==> src/rtl/int_src_if.sv <==
// rtl/int_src_if.sv - config register port and interrupt request/ack handshake
// Groups the software config bus and the controller-facing request outputs.
interface int_src_if;
   logic        cfg_we;
   logic [1:0]  cfg_addr;
   logic [15:0] cfg_wdata;
   logic [15:0] cfg_rdata;
   logic        int_ack;
   logic [2:0]  int_priority;
   logic [7:0]  int_vec;
   logic        int_valid;

   modport master (
      output cfg_we, cfg_addr, cfg_wdata, int_ack,
      input  cfg_rdata, int_priority, int_vec, int_valid
   );

   modport slave (
      input  cfg_we, cfg_addr, cfg_wdata, int_ack,
      output cfg_rdata, int_priority, int_vec, int_valid
   );
endinterface

==> src/rtl/int_src.sv <==
// rtl/int_src.sv - LC-3 interrupt source: edge latch, interval timer, priority arbiter
// Presents one winner to the controller and holds it until acknowledged.
module int_src #(
   parameter logic [7:0] VEC_BASE = 8'h80
) (
   input  logic        clk,
   input  logic        rst,
   input  logic [2:0]  irq_in,
   int_src_if.slave    bus
);

   typedef enum logic [1:0] {
      S_IDLE    = 2'd0,
      S_PRESENT = 2'd1,
      S_ACKED   = 2'd2
   } state_t;

   state_t      r_state, w_state_nxt;
   logic [2:0]  r_irq_q;
   logic [3:0]  r_pending;
   logic [3:0]  r_enable;
   logic [11:0] r_prio;
   logic [15:0] r_reload;
   logic [15:0] r_count;
   logic [1:0]  r_win, w_win_nxt;
   logic [2:0]  r_out_prio, w_out_prio_nxt;
   logic [7:0]  r_out_vec, w_out_vec_nxt;

   logic [2:0]  w_src_prio [4];
   logic [3:0]  w_cand;
   logic [1:0]  w_best_idx;
   logic [2:0]  w_best_prio;
   logic        w_any;
   logic        w_timer_exp;
   logic [3:0]  w_set;
   logic [3:0]  w_clr;
   logic [3:0]  w_ack_clr;

   always_comb begin
      for (int i = 0; i < 4; i++) begin
         w_src_prio[i] = r_prio[3*i +: 3];
         w_cand[i]     = r_pending[i] & r_enable[i] & (r_prio[3*i +: 3] != 3'd0);
      end
   end

   // Strict '>' while scanning upward keeps the lower index on a tie.
   always_comb begin
      w_best_idx  = 2'd0;
      w_best_prio = 3'd0;
      w_any       = 1'b0;
      for (int i = 0; i < 4; i++) begin
         if (w_cand[i] && (w_src_prio[i] > w_best_prio)) begin
            w_best_idx  = 2'(i);
            w_best_prio = w_src_prio[i];
            w_any       = 1'b1;
         end
      end
   end

   assign w_timer_exp = (r_reload != 16'd0) && (r_count == 16'd0) &&
                        !(bus.cfg_we && bus.cfg_addr == 2'd2);

   always_comb begin
      w_state_nxt    = r_state;
      w_win_nxt      = r_win;
      w_out_prio_nxt = 3'd0;
      w_out_vec_nxt  = 8'd0;
      w_ack_clr      = 4'd0;
      case (r_state)
         S_IDLE: begin
            if (w_any) begin
               w_state_nxt    = S_PRESENT;
               w_win_nxt      = w_best_idx;
               w_out_prio_nxt = w_best_prio;
               w_out_vec_nxt  = VEC_BASE + {6'd0, w_best_idx};
            end
         end
         S_PRESENT: begin
            if (bus.int_ack) begin
               w_state_nxt      = S_ACKED;
               w_ack_clr[r_win] = 1'b1;
            end else if (!w_cand[r_win]) begin
               w_state_nxt = S_IDLE;
            end else if (w_best_prio > w_src_prio[r_win]) begin
               w_win_nxt      = w_best_idx;
               w_out_prio_nxt = w_best_prio;
               w_out_vec_nxt  = VEC_BASE + {6'd0, w_best_idx};
            end else begin
               w_out_prio_nxt = w_src_prio[r_win];
               w_out_vec_nxt  = VEC_BASE + {6'd0, r_win};
            end
         end
         default: begin
            w_state_nxt = S_IDLE;
         end
      endcase
   end

   // Set sources are OR-ed in last so a fresh edge or expiry beats any clear.
   assign w_set = {w_timer_exp, irq_in & ~r_irq_q};
   assign w_clr = w_ack_clr | ((bus.cfg_we && bus.cfg_addr == 2'd3) ? bus.cfg_wdata[3:0] : 4'd0);

   always_ff @(posedge clk) begin
      if (rst) begin
         r_state    <= S_IDLE;
         r_irq_q    <= 3'd0;
         r_pending  <= 4'd0;
         r_enable   <= 4'd0;
         r_prio     <= 12'd0;
         r_reload   <= 16'd0;
         r_count    <= 16'd0;
         r_win      <= 2'd0;
         r_out_prio <= 3'd0;
         r_out_vec  <= 8'd0;
      end else begin
         r_state    <= w_state_nxt;
         r_win      <= w_win_nxt;
         r_out_prio <= w_out_prio_nxt;
         r_out_vec  <= w_out_vec_nxt;
         r_irq_q    <= irq_in;
         r_pending  <= (r_pending & ~w_clr) | w_set;
         if (bus.cfg_we && bus.cfg_addr == 2'd0) r_enable <= bus.cfg_wdata[3:0];
         if (bus.cfg_we && bus.cfg_addr == 2'd1) r_prio   <= bus.cfg_wdata[11:0];
         if (bus.cfg_we && bus.cfg_addr == 2'd2) begin
            r_reload <= bus.cfg_wdata;
            r_count  <= bus.cfg_wdata;
         end else if (r_reload == 16'd0) begin
            r_count <= 16'd0;
         end else if (r_count == 16'd0) begin
            r_count <= r_reload;
         end else begin
            r_count <= r_count - 16'd1;
         end
      end
   end

   always_comb begin
      bus.cfg_rdata = 16'd0;
      case (bus.cfg_addr)
         2'd0:    bus.cfg_rdata = {12'd0, r_enable};
         2'd1:    bus.cfg_rdata = {4'd0, r_prio};
         2'd2:    bus.cfg_rdata = r_reload;
         default: bus.cfg_rdata = {12'd0, r_pending};
      endcase
   end

   assign bus.int_priority = r_out_prio;
   assign bus.int_vec      = r_out_vec;
   assign bus.int_valid    = (r_state == S_PRESENT);

endmodule

==> src/flat_wrapper.sv <==
// flat-port wrapper written by rule: the top's interface ports become plain ports
module int_src_flat 
#(
   parameter logic [7:0] VEC_BASE = 8'h80
)
  (clk, rst, irq_in, bus_cfg_we, bus_cfg_addr, bus_cfg_wdata, bus_int_ack, bus_cfg_rdata, bus_int_priority, bus_int_vec, bus_int_valid);
  int_src_if bus_i ();
  input  logic clk;
  input  logic rst;
  input  logic [2:0] irq_in;
  input wire logic [$bits(bus_i.cfg_we)-1:0] bus_cfg_we;
  input wire logic [$bits(bus_i.cfg_addr)-1:0] bus_cfg_addr;
  input wire logic [$bits(bus_i.cfg_wdata)-1:0] bus_cfg_wdata;
  input wire logic [$bits(bus_i.int_ack)-1:0] bus_int_ack;
  output wire logic [$bits(bus_i.cfg_rdata)-1:0] bus_cfg_rdata;
  output wire logic [$bits(bus_i.int_priority)-1:0] bus_int_priority;
  output wire logic [$bits(bus_i.int_vec)-1:0] bus_int_vec;
  output wire logic [$bits(bus_i.int_valid)-1:0] bus_int_valid;
  assign bus_i.cfg_we = bus_cfg_we;
  assign bus_i.cfg_addr = bus_cfg_addr;
  assign bus_i.cfg_wdata = bus_cfg_wdata;
  assign bus_i.int_ack = bus_int_ack;
  assign bus_cfg_rdata = bus_i.cfg_rdata;
  assign bus_int_priority = bus_i.int_priority;
  assign bus_int_vec = bus_i.int_vec;
  assign bus_int_valid = bus_i.int_valid;
  int_src #(.VEC_BASE(VEC_BASE)) u_core (.clk(clk), .rst(rst), .irq_in(irq_in), .bus(bus_i));
endmodule
==> config.mk <==
export PLATFORM = sky130hd
export DESIGN_NAME = int_src_flat
export DESIGN_NICKNAME = d
export VERILOG_FILES = /design/src/rtl/int_src_if.sv /design/src/rtl/int_src.sv /design/src/flat_wrapper.sv
export SDC_FILE = /design/constraint.sdc
export NUM_CORES = 1
export LEC_CHECK = 0
export ABC_AREA = 0
export CAP_MARGIN = 40
export CORE_UTILIZATION = 40
export DETAILED_ROUTE_END_ITERATION = 8
export GPL_ROUTABILITY_DRIVEN = 0
export SYNTH_ARGS = -nofsm -noshare
export SYNTH_HDL_FRONTEND = slang
export SYNTH_SLANG_ARGS = --single-unit
export TNS_END_PERCENT = 50
==> constraint.sdc <==
create_clock -name clk -period 6.9 [get_ports clk]
set_input_delay 2.07 -clock clk [delete_from_list [all_inputs] [get_ports clk]]
set_output_delay 2.07 -clock clk [all_outputs]
set_load 0.01 [all_outputs]
==> results.tsv <==
stage	metric	value	unit
cts	CTS Root Cell	clkbuf_8	
global_route	initial antenna violation count	0	
floorplanning	Die Span X	98.5	um
routing	Vias	3440	
synth	Yosys top cell area share	34.9	%
synth	FFs w/ async S/R, synth	0	%
synth	Post-synth EDFFs	0	
timing	final worst path period need	6.34	ns
pwr	Comb power frac	34.6	%
synth	Cell variety after synth	69	
timing	hold slack	0.470	ns
synth	largest cells by area after synthesis	dfxtp_1 35%, nand2_1 9.4%, a21oi_1 5.5%, ha_1 4.4%, mux4_2 4.2%	
hold_path	HP Class	flop to flop	
synth	flops & latches, synth	65	
floorplanning	num rows	34	
synth	synthesized cell area	3720	sq um
floorplanning	Die Ht	98.5	um
global_route	vias in the first global route	3167	
finish	Ant. Diodes	0	
pwr	Switching Share	35.8	%
place	final HPWL from detailed placement	7510	um
routing	routed len/inst	16.9	um
critical_path	Critical Path Source	u_core.r_pending[0]	
timing	Setup-failing EPs final	0	
pwr	PD cells	285	nW/um^2
synth	Mean Syn Cell Area	8.39	sq um
pwr	Power Total	1280	uW
timing	unrepaired setup endpoints after global routing	false	
routing	DRT Wirelength	10100	um
run_status	run status	finished clean	
cts	Num CTS Buffers	9	
routing	DRT antenna net count	0	
critical_path	CP Capture Type	flop	
global_route	GRT Util Overall	22.2	%
cts	CTS max path bufs	2	
critical_path	Worst Path Required	7.14	ns
cts	post-cts hold buffer count	0	
cts	CTS tree	done	
critical_path	worst path arrival time	6.58	ns
routing	First-pass DRT Iterations	7	
cts	worst skew pair latency	0.36	ns
synth	ys flop type	dfxtp_1	
cts	post-CTS sizing	0	
timing	Clock Skews	0.0156	ns
floorplanning	core area	8850	sq um
pwr	Cell Int Power	823	uW
synth	cell taking the most area after synthesis	dfxtp_1	
cts	Clock transition at path regs	0.08	ns
pwr	switching power	458	uW
synth	register area share after synthesis	34.9	%
critical_path	critical path type	flop to flop	
finish	Layout Nets	525	
routing	First DRT Iteration DRCs	267	
synth	Cells after Synth	444	
global_route	largest net degree at the start of global routing	31	
finish	area delta synth->final	20.7	%
finish	post-route insts no fill	600	
routing	DR DRC count	0	
timing	fin crit share	91.8	%
cts	clock sink count	65	
global_route	global-route wire length before repair	16800	um
finish	# fillers	847	
pwr	Reg power frac	36.4	%
timing	Relative slew margins	42.4	%
timing	maximum clock rate	158	MHz
critical_path	Slowest-stage cell, CP	o21ai_0	
place	Post-Place Cells	583	
hold_path	min-delay src	u_core.r_irq_q[0]	
finish	fraction of layout cells with a size suffix above 1	10.2	%
synth	synth warn	0	
cts	post-CTS setup buffer count	0	
timing	Hold Vio Cnt, Final	0	
timing	Slew @ Worst Pin	0.862	ns
critical_path	slowest cell delay on critical path	0.44	ns
cts	CTS H-tree lvls	3	
critical_path	Worst Path Max Fanout	7	
flow_run	total of max-cap violations	0	
pwr	Pleak	0.00165	uW
floorplanning	initial core utilization	42.1	%
critical_path	RR Startpoint	u_core.r_pending[0]	
floorplanning	I/O pin cnt	53	
floorplanning	die area	9700	sq um
pwr	clock share of power	29.0	%
timing	Slew Limit Fails	0	
critical_path	Startpoint Class	flop	
global_route	total grt overflow	0	
timing	setup total negative slack	0	ns
pwr	Max VDD drop	135	uV
place	Buffers on Ports	47	
routing	Vias/cell	5.73	
==> routing by layer <==
metal  global-route usage, %  vias to the layer above  part of all wire, %
li1                        -                     1680                    -
met1                    31.8                     1604                   48
met2                    33.5                      138                   44
met3                    3.83                       18                  6.5
met4                    7.92                        0                  1.4
met5                       0                        -                    0
==> cell families after synthesis <==
family                   Yosys count  synth area share (%)
flip-flops                        65                  34.9
AND/OR/NAND/NOR                  173                  22.7
buffers and inverters             41                  5.04
adder cells (fa/ha/maj)           13                  4.37
other                              1                 0.101
XOR/XNOR                          12                  2.82
multiplexers                      20                  8.26
AO/OA/AOI/OAI                    119                  21.8
==> flip-flops by register name, summed over array words and instances (netlist names) <==
signal                   count
u_core.bus.int_priority      3
u_core.bus.int_vec           3
u_core.r_count              16
u_core.r_enable              4
u_core.r_irq_q               3
u_core.r_pending             4
u_core.r_prio               12
u_core.r_reload             16
u_core.r_state               2
u_core.r_win                 2
==> final timing paths <==
kind                                 to  slack (ns)  cells past startpoint
min                 u_core.r_pending[0]        0.47                      2
min reg2reg         u_core.r_pending[0]        0.47                      2
max          u_core.bus.int_priority[2]        0.56                     25
max reg2reg  u_core.bus.int_priority[2]        0.56                     25
==> power by group through the flow <==
stage                     sequential, uW  clock (uW)  combinational, uW
after global placement               472           0                435
final                                466         372                443
after global routing                 472         397                494
after CTS                            465         379                443
after floorplan                      462           0                359
after detailed placement             473           0                441
==> synth_stat cells (all sizes together), types with 4 or more instances <==
library cell  instances
ha                   13
nor2b                12
inv                  15
a21oi                42
nand2                93
o21a                  5
mux2i                 9
o311ai                4
nand3                 7
nor2                 23
o21ai                25
a22o                 12
dfxtp                65
o211ai                5
nor3                  7
and2                  6
mux4                  8
buf                  13
xnor2                 5
xor2                  7
nor4                  9
clkbuf               13
==> worst max-delay path, delay by kind of cell (launching register included) <==
kind | cells | cell delay (ns)
AOI/OAI and AO/OA | 12 | 2.99
and+or+nand+nor | 8 | 1.23
adders and majority gates | 4 | 1.16
muxes | 1 | 0.44
DFF | 1 | 0.42
==> stage by stage <==
step | worst slack (ns) | utilization [%] | area (sq um)
6_report | 0.563 | 50.8 | 4490
2_1_floorplan | 1.24 | - | 3740
3_5_place_dp | 0.672 | 48.2 | 4260
3_3_place_gp | 0.898 | 48.0 | 4250
5_1_grt | 0.185 | 50.8 | 4490
4_1_cts | 0.620 | 50.7 | 4490
==> cells in the final DEF (no fill, tap or decap), types with 6 or more instances in the layout <==
master           Yosys  layout
mux4_2               7       7
nor4_1               7       7
xor2_1               7       7
nand2_1             93      93
nor2b_1             12      12
ha_1                13      13
mux2i_1              9       9
o21ai_1             19      19
and2_1               6       6
clkbuf_8             0       9
inv_1               15      15
clkdlybuf4s50_1      0      47
dfxtp_1             65      65
o21ai_0              6       6
a21oi_1             41      41
a22o_1              12      12
nor2_1              21      21
nand3_1              7       7
==> layout make-up <==
type	instances	area (sq um)	area share (%)
clock buffers	9	124	2.76
inverters	15	56.3	1.25
flip-flops and latches	65	1300	29.0
multi-input cells	342	2250	50.1
repair buffers	54	524	11.7
well taps	108	135	3.01
clock inverters	7	103	2.28
Note: power is estimated with default switching activity, not from simulation.
